--- src/rtl/alu_uart_master.sv ---
// rtl/alu_uart_master.sv - sequences A, B and opcode bytes to a UART ALU and collects the result byte
module alu_uart_master #(
  parameter int NBIT_DATA_LEN  = 8,
  parameter int TIMEOUT_CYCLES = 1000000
) (
  input  logic                     clk,
  input  logic                     rst_n,
  input  logic                     start,
  input  logic [NBIT_DATA_LEN-1:0] a_in,
  input  logic [NBIT_DATA_LEN-1:0] b_in,
  input  logic [5:0]               op_in,
  input  logic                     tx_done_tick,
  input  logic                     rx_done_tick,
  input  logic [NBIT_DATA_LEN-1:0] rx_data_in,
  output logic                     tx_start,
  output logic [NBIT_DATA_LEN-1:0] tx_data_out,
  output logic                     busy,
  output logic [NBIT_DATA_LEN-1:0] result,
  output logic                     result_valid,
  output logic                     timeout_err
);

  // Wide enough to hold TIMEOUT_CYCLES itself, so the count never wraps.
  localparam int CNT_W = $clog2(TIMEOUT_CYCLES + 1);
  localparam logic [CNT_W-1:0] CNT_LAST = CNT_W'(TIMEOUT_CYCLES - 1);

  typedef enum logic [2:0] {
    IDLE, SEND_A, WAIT_A, SEND_B, WAIT_B, SEND_OP, WAIT_OP, WAIT_RES
  } state_t;

  state_t                   r_state;
  logic [NBIT_DATA_LEN-1:0] r_a;
  logic [NBIT_DATA_LEN-1:0] r_b;
  logic [5:0]               r_op;
  logic [CNT_W-1:0]         r_cnt;
  logic                     r_tx_start;
  logic [NBIT_DATA_LEN-1:0] r_tx_data;
  logic                     r_busy;
  logic [NBIT_DATA_LEN-1:0] r_result;
  logic                     r_result_valid;
  logic                     r_timeout_err;
  logic [NBIT_DATA_LEN-1:0] w_op_byte;

  // Opcode travels as a zero-extended byte.
  assign w_op_byte = NBIT_DATA_LEN'(r_op);

  // Transaction sequencer; every output is loaded together with the state it belongs to,
  // so tx_start is already high in the first cycle of each SEND state.
  always_ff @(posedge clk or negedge rst_n) begin
    if (!rst_n) begin
      r_state        <= IDLE;
      r_a            <= '0;
      r_b            <= '0;
      r_op           <= '0;
      r_cnt          <= '0;
      r_tx_start     <= 1'b0;
      r_tx_data      <= '0;
      r_busy         <= 1'b0;
      r_result       <= '0;
      r_result_valid <= 1'b0;
      r_timeout_err  <= 1'b0;
    end else begin
      r_tx_start     <= 1'b0;
      r_result_valid <= 1'b0;
      r_timeout_err  <= 1'b0;
      case (r_state)
        IDLE: begin
          if (start) begin
            r_a        <= a_in;
            r_b        <= b_in;
            r_op       <= op_in;
            r_tx_start <= 1'b1;
            r_tx_data  <= a_in;
            r_busy     <= 1'b1;
            r_state    <= SEND_A;
          end
        end
        SEND_A:  r_state <= WAIT_A;
        WAIT_A: begin
          if (tx_done_tick) begin
            r_tx_start <= 1'b1;
            r_tx_data  <= r_b;
            r_state    <= SEND_B;
          end
        end
        SEND_B:  r_state <= WAIT_B;
        WAIT_B: begin
          if (tx_done_tick) begin
            r_tx_start <= 1'b1;
            r_tx_data  <= w_op_byte;
            r_state    <= SEND_OP;
          end
        end
        SEND_OP: r_state <= WAIT_OP;
        WAIT_OP: begin
          if (tx_done_tick) begin
            r_cnt   <= '0;
            r_state <= WAIT_RES;
          end
        end
        WAIT_RES: begin
          // A byte arriving on the expiry cycle still counts as a good result.
          if (rx_done_tick) begin
            r_result       <= rx_data_in;
            r_result_valid <= 1'b1;
            r_busy         <= 1'b0;
            r_state        <= IDLE;
          end else if (r_cnt == CNT_LAST) begin
            r_timeout_err <= 1'b1;
            r_busy        <= 1'b0;
            r_state       <= IDLE;
          end else begin
            r_cnt <= r_cnt + CNT_W'(1);
          end
        end
        default: begin
          r_busy  <= 1'b0;
          r_state <= IDLE;
        end
      endcase
    end
  end

  assign tx_start     = r_tx_start;
  assign tx_data_out  = r_tx_data;
  assign busy         = r_busy;
  assign result       = r_result;
  assign result_valid = r_result_valid;
  assign timeout_err  = r_timeout_err;

endmodule

--- config.mk ---
export PLATFORM = sky130hd
export DESIGN_NAME = alu_uart_master
export DESIGN_NICKNAME = d
export VERILOG_FILES = /design/src/rtl/alu_uart_master.sv
export SDC_FILE = /design/constraint.sdc
export NUM_CORES = 1
export LEC_CHECK = 0
export BUFFER_PORTS_ARGS = -buffer_cell sky130_fd_sc_hd__buf_2
export CORE_MARGIN = 2
export CORE_UTILIZATION = 38
export CTS_CLUSTER_DIAMETER = 40
export DETAILED_ROUTE_END_ITERATION = 16
export PLACE_DENSITY = 0.59
export SLEW_MARGIN = 20
export SYNTH_ARGS = -nofsm -noshare
export SYNTH_HDL_FRONTEND = slang
export SYNTH_SLANG_ARGS = --single-unit
--- constraint.sdc ---
create_clock -name clk -period 3.8 [get_ports clk]
set_input_delay 0.57 -clock clk [delete_from_list [all_inputs] [get_ports clk]]
set_output_delay 0.57 -clock clk [all_outputs]
set_load 0.02 [all_outputs]
==> results of run 1 <==
==> worst max-delay path: stages, from the launching register on <==
cell and delay, ns:
dfrtp_1 0.39, inv_1 0.08, ha_1 0.32, nand2b_2 0.17
o2111ai_2 0.41, nor2_2 0.67, nor2b_1 0.10, mux2_2 0.28
==> power breakdown <==
| part | total (uW) | switching [uW] | internal, uW | leakage (uW) |
|---|---|---|---|---|
| clock network | 589 | 267 | 321 | 0.0000949 |
| registers | 933 | 123 | 810 | 0.000720 |
| logic | 915 | 544 | 371 | 0.000744 |
==> routing by layer <==
layer	track usage	routed length [um]	vias to the layer above
met5	0	0	-
met4	0.0619	63	0
met3	0.0465	333	8
met2	0.245	2960	53
met1	0.208	2840	1094
li1	-	-	1056
==> worst paths after layout <==
path / startpoint / end / slack (ns)
max: r_state[0] / r_cnt[3] / 1.27
min: rst_n / timeout_err / 0.32
max reg2reg: r_state[0] / r_cnt[3] / 1.27
min reg2reg: result[6] / result[6] / 0.50
max in group asynchronous: rst_n / r_op[5] / 2.66
min in group clk: b_in[1] / r_b[1] / 0.45
==> state kept, by name, summed over array words and instances (netlist names) <==
signal / flops
busy: 1
r_b: 8
r_cnt: 20
r_op: 6
r_state: 3
result: 8
result_valid: 1
timeout_err: 1
tx_data_out: 8
tx_start: 1
==> final cells by class <==
type	count	area share
clock buffer	10	0.0400
clock inverter	6	0.0193
inverter	7	0.00764
multi-input combinational	185	0.400
sequential	57	0.415
tap	99	0.0360
timing repair buffer	56	0.0829
==> per-stage QoR <==
stage	total power (uW)	cell area (um^2)
2_1_floorplan	1620	2890
3_3_place_gp	1850	3240
3_5_place_dp	1870	3240
4_1_cts	2460	3440
5_1_grt	2610	3440
6_report	2440	3440
==> cells in the mapped netlist, drive strengths merged (6+ instances only) <==
| cell | count |
|---|---|
| a21oi | 9 |
| a22oi | 8 |
| a31oi | 8 |
| buf | 6 |
| dfrtp | 57 |
| inv | 7 |
| mux2 | 27 |
| nand2 | 20 |
| nand3 | 10 |
| nor2 | 26 |
| nor3 | 6 |
| o21ai | 7 |
| xnor2 | 6 |
==> cells by family after synthesis <==
family,count (synthesis),synth area share
and+or+nand+nor,97,0.205
DFF,57,0.493
AOI/OAI and AO/OA,47,0.117
muxes,27,0.105
buffers and inverters,17,0.0312
xor gates and xnor gates,9,0.0273
adders and majority gates,5,0.0216
==> results.sh, run 1 <==
export IMPL_outcome="finished clean"
export IMPL_dp_hpwl_um=4410
export IMPL_holdWs_ns=0.323
export IMPL_post_place_ws_ns=1.25
export IMPL_remaining_drc_errors=0
export IMPL_grt_antenna_before_repair=0
export IMPL_tns_ns=0
export IMPL_drive_gt1_frac=0.371
export IMPL_grt_max_degree=36
export IMPL_async_flop_share=1.00
export IMPL_setup_viol=0
export IMPL_tightest_slew_ns=1.04
export IMPL_reg2reg_depth=7
export IMPL_cts_buffer_depth=2
export IMPL_rsz0062_at_grt="false"
export IMPL_synth_nets=299
export IMPL_max_cap_violations=0
export IMPL_hold_violations=0
export IMPL_cts_tree="built"
export IMPL_start_util=0.397
export IMPL_grt_pass1_vias=2222
export IMPL_min_period_over_period=0.666
export IMPL_die_area_mm2=0.00832
export IMPL_regArea_mm2=0.00143
export IMPL_ys_ff_latch=57
export IMPL_required_ns=4.02
export IMPL_clkSinkCount=57
export IMPL_fp_dieW_um=91.2
export IMPL_dp_cells=404
export IMPL_instances_no_fill=420
export IMPL_post_route_min_period_ns=2.53
export IMPL_cts_max_level=3
export IMPL_worst_path_max_fanout=17
export IMPL_area_growth_pct=19.0
export IMPL_crit_type="reg -> reg"
export IMPL_antenna_cells=0
export IMPL_finish_utilization=0.472
export IMPL_synth_top_area_share=0.493
export IMPL_multi_input_area_mm2=0.00138
export IMPL_cp_end_kind="flip-flop"
export IMPL_ys_warnings_count=0
export IMPL_slew_violations=0
export IMPL_cts_setup_buffers=0
export IMPL_routed_wl_um=6190
export IMPL_hp_class="in -> async"
export IMPL_vias_per_cell=5.26
export IMPL_grt_usage=0.158
export IMPL_crit_path_start_kind="flip-flop"
export IMPL_io_pin_count=55
export IMPL_cts_buffers=9
export IMPL_ys_types=57
export IMPL_insertion_delay_ns=0.34
export IMPL_vias=2211
export IMPL_drt_iter0_markers=134
export IMPL_clk_pin_slew_worst_paths_ns=0.07
export IMPL_hold_buffers=0
export IMPL_postLayoutSetupSlackWorst_ns=1.27
export IMPL_syn_inst=259
export IMPL_netlist_area_mm2=0.00289
export IMPL_final_nets=356
export IMPL_port_buffers=54
export IMPL_power_density_mw_per_mm2=708
export IMPL_place_congestion=0.798
export IMPL_cts_resized=0
export IMPL_antenna_left=0
export IMPL_core_area_mm2=0.00729
export IMPL_layout_common_cells="57 x dfrtp_1, 54 x buf_2, 26 x mux2_2"
export IMPL_drt_pre_antenna_iters=4
export IMPL_row_count=31
export IMPL_relSlewSlack=0.301
export IMPL_finClkSkew_ns=0.00698
export IMPL_wl_per_cell_um=14.7
export IMPL_globalRouteOverflowTotal=0
export IMPL_synth_top_area_cell="dfrtp_1"
export IMPL_cp_arrival_ns=2.76
export IMPL_synth_avg_cell_area_um2=11.2
export IMPL_leakagePower_uw=0.00156
export IMPL_synth_edf_count=0
export IMPL_synth_area_top_cells="dfrtp_1 49%, mux2_2 10%, nor2_1 3.2%"
export IMPL_ys_seq_area_frac=0.493
export IMPL_fmax_mhz=395
export IMPL_clock_tree_root_cell="clkbuf_8"
export IMPL_ys_flop_type="dfrtp_1"
export IMPL_layout_commonest_cell="dfrtp_1"
export IMPL_irDropWorstVdd_mv=0.347
export IMPL_fillers=721
export IMPL_die_height_um=91.2
export IMPL_grt_pass1_wl_um=10500
(Power assumes the default switching activity.)
==> inputs of run 2 (changes only) <==
Settings changed: ABC_AREA from default to 1.
Clock period 3.8 ns to 2.5 ns, I/O delays scaled along.
==> results.sh, run 2 <==
export IMPL_reg2reg_depth=10
export IMPL_routed_wl_um=7150
export IMPL_total_power_uw=3690
export IMPL_instances_no_fill=569
export IMPL_cts_max_level=3
export IMPL_die_height_um=95.1
export IMPL_row_count=33
export IMPL_worstPathCellList="inv_1, ha_1, nand2_1, nand2_1, nand2_1, o21ai_0, nand2_2, inv_2, nor2_1, a31oi_1"
export IMPL_vias=2733
export IMPL_clk_pin_slew_worst_paths_ns=0.08
export IMPL_cts_setup_buffers=0
export IMPL_power_density_mw_per_mm2=982
export IMPL_async_flop_share=1.00
export IMPL_cts_buffers=9
export IMPL_clkSinkCount=57
export IMPL_syn_inst=398
export IMPL_crit_cells=10
export IMPL_ys_ff_latch=57
export IMPL_startpoint="r_state[0]"
export IMPL_fillers=818
export IMPL_cp_end_kind="flip-flop"
export IMPL_remaining_drc_errors=0
export IMPL_fmax_mhz=490
export IMPL_ys_warnings_count=0
export IMPL_core_area_mm2=0.00813
export IMPL_finClkSkew_ns=0.00999
export IMPL_worst_path_max_fanout=14
export IMPL_layout_commonest_cell="nand2_1"
export IMPL_globalRouteOverflowTotal=0
export IMPL_final_nets=499
export IMPL_synth_top_area_share=0.452
export IMPL_outcome="finished clean"
export IMPL_grt_antenna_before_repair=0
export IMPL_path_buf_inv=2
export IMPL_synthTopCellsByCount="130 x nand2_1, 57 x dfrtp_1, 44 x nor2_1, 39 x nand3_1, 30 x inv_1"
export IMPL_max_cap_violations=0
export IMPL_min_period_over_period=0.817
export IMPL_crit_type="reg -> reg"
export IMPL_crit_family="simple AND/OR/NAND/NOR gates"
export IMPL_holdPathStages=2
export IMPL_slowest_delay_ns=0.41
export IMPL_synth_nets=438
export IMPL_routed_top_layer="met4"
export IMPL_setup_viol=0
export IMPL_fp_dieW_um=95.1
export IMPL_critPathMostFrequentCell="nand2_1"
export IMPL_layout_common_cells="130 x nand2_1, 57 x dfrtp_1, 54 x buf_2"
export IMPL_leakagePower_uw=0.00182
export IMPL_synth_avg_cell_area_um2=7.93
export IMPL_drt_pre_antenna_iters=4
export IMPL_grt_pass1_vias=2583
export IMPL_synth_top_family_by_area="simple AND/OR/NAND/NOR gates"
export IMPL_irDropWorstVdd_mv=0.316
export IMPL_timing_rr_start="r_state[0]"
export IMPL_place_congestion=0.937
export IMPL_ys_seq_area_frac=0.452
export IMPL_largest_register="r_cnt"
export IMPL_hp_class="in -> reg"
export IMPL_cts_tree="built"
export IMPL_wl_per_cell_um=12.6
export IMPL_synth_compound_area_frac=0.0928
export IMPL_drt_iter0_markers=161
export IMPL_synth_mux_area_frac=0.0285
export IMPL_synth_top_area_cell="dfrtp_1"
export IMPL_cts_buffer_depth=2
export IMPL_required_ns=2.76
export IMPL_synth_area_top_cells="dfrtp_1 45%, nand2_1 15%, nand3_1 6.2%"
export IMPL_cpMaxStageDelayCell="dfrtp_1"
export IMPL_synth_xor_area_share=0.0139
export IMPL_crit_path_start_kind="flip-flop"
export IMPL_synth_simple_area_share=0.325
export IMPL_io_pin_count=55
export IMPL_tightest_slew_ns=0.754
export IMPL_dp_cells=552
export IMPL_post_route_min_period_ns=2.04
export IMPL_vias_per_cell=4.80
export IMPL_dr_wl_met2_um=3190
export IMPL_synth_edf_count=0
export IMPL_relSlewSlack=0.496
export IMPL_start_util=0.388
export IMPL_drive_gt1_frac=0.259
export IMPL_grt_usage=0.173
export IMPL_dp_hpwl_um=5320
export IMPL_yosysMostFrequentCell="nand2_1"
export IMPL_wl_met1_um=3550
export IMPL_ys_types=34
export IMPL_largest_reg_flops=20
export IMPL_antenna_cells=0
export IMPL_grt_max_degree=29
export IMPL_insertion_delay_ns=0.33
export IMPL_netlist_area_mm2=0.00316
export IMPL_slew_violations=0
export IMPL_ys_flop_type="dfrtp_1"
export IMPL_synth_adder_area_share=0.0198
export IMPL_antenna_left=0
export IMPL_hold_violations=0
export IMPL_tns_ns=0
export IMPL_die_area_mm2=0.00905
export IMPL_hold_start="rx_done_tick"
export IMPL_dr_wl_met3_um=295
export IMPL_clock_tree_root_cell="clkbuf_8"
export IMPL_grt_pass1_wl_um=12200
export IMPL_area_growth_pct=18.9
export IMPL_port_buffers=54
export IMPL_rsz0062_at_grt="false"
export IMPL_cp_arrival_ns=2.30
run 2: cell types whose count changed in the layout (fill, tap and decap cells not counted), sizes merged, moves of 6 or more:
cell	before	now
a22oi	8	1
a31oi	8	2
inv	8	33
mux2	27	8
nand2	20	139
nand3	10	41
nor2	26	44
o21ai	7	21
xnor2	6	0
run 2: cell type report:
class | count | area (um^2) | share of cell area
timing repair buffer | 61 | 338 | 0.0900
sequential | 57 | 1430 | 0.380
clock buffer | 9 | 124 | 0.0330
inverter | 33 | 125 | 0.0333
tap | 105 | 131 | 0.0350
multi-input combinational | 297 | 1510 | 0.403
clock inverter | 7 | 93.8 | 0.0250
run 2: path summary, 6_finish.rpt:
check	end	slack, ns
hold / removal	timeout_err	0.24
min in group asynchronous	r_cnt[19]	0.48
setup / recovery	tx_data_out[6]	0.46
hold reg to reg	tx_data_out[1]	0.48
max in group asynchronous	result[1]	1.33
setup reg to reg	tx_data_out[6]	0.46
run 2: metrics by stage:
| step | setup slack, ns | utilization | hold WS (ns) | instance area [um^2] |
|---|---|---|---|---|
| floorplan | 0.857 | - | 0.0794 | 3160 |
| detailed placement | 0.451 | 0.433 | 0.303 | 3520 |
| finish | 0.459 | 0.461 | 0.238 | 3750 |
| CTS | 0.432 | 0.461 | 0.219 | 3750 |
| global route | 0.223 | 0.461 | 0.241 | 3750 |
| global placement | 0.494 | 0.433 | 0.298 | 3520 |
run 2: worst reg2reg max path: cells and delay by family (launching register included):
| family | cells | cell delay, ns |
|---|---|---|
| AO/OA/AOI/OAI | 2 | 0.24 |
| adder cells (fa/ha/maj) | 1 | 0.30 |
| buffers and inverters | 2 | 0.27 |
| flip-flops | 1 | 0.41 |
| AND/OR/NAND/NOR | 5 | 0.75 |
run 2: repair_timing:
item                                   in CTS  in global routing
hold buffers                                1                  0
resized for setup                           0                  0
endpoints found under the hold margin      11                  0
run 2: cells by family (layout without fill, tap and decap cells):
| logic type | Yosys count | after routing |
|---|---|---|
| buffers and inverters | 44 | 110 |
| multiplexers | 8 | 8 |
| adder cells (fa/ha/maj) | 5 | 5 |
| XOR/XNOR | 5 | 5 |
| AO/OA/AOI/OAI | 39 | 39 |
| flip-flops | 57 | 57 |
| AND/OR/NAND/NOR | 240 | 240 |
run 2: routing by layer:
metal / vias up / GRT usage
li1: 1401 / -
met1: 1269 / 0.244
met2: 55 / 0.258
met3: 8 / 0.0332
met4: 0 / 0.0773
met5: - / 0
run 2: power by group:
| group | switching (uW) | internal, uW | total [uW] | leakage, uW |
|---|---|---|---|---|
| clock network | 393 | 561 | 954 | 0.000106 |
| registers | 151 | 1210 | 1360 | 0.000724 |
| logic | 877 | 495 | 1370 | 0.000992 |
| total | 1420 | 2260 | 3690 | 0.00182 |
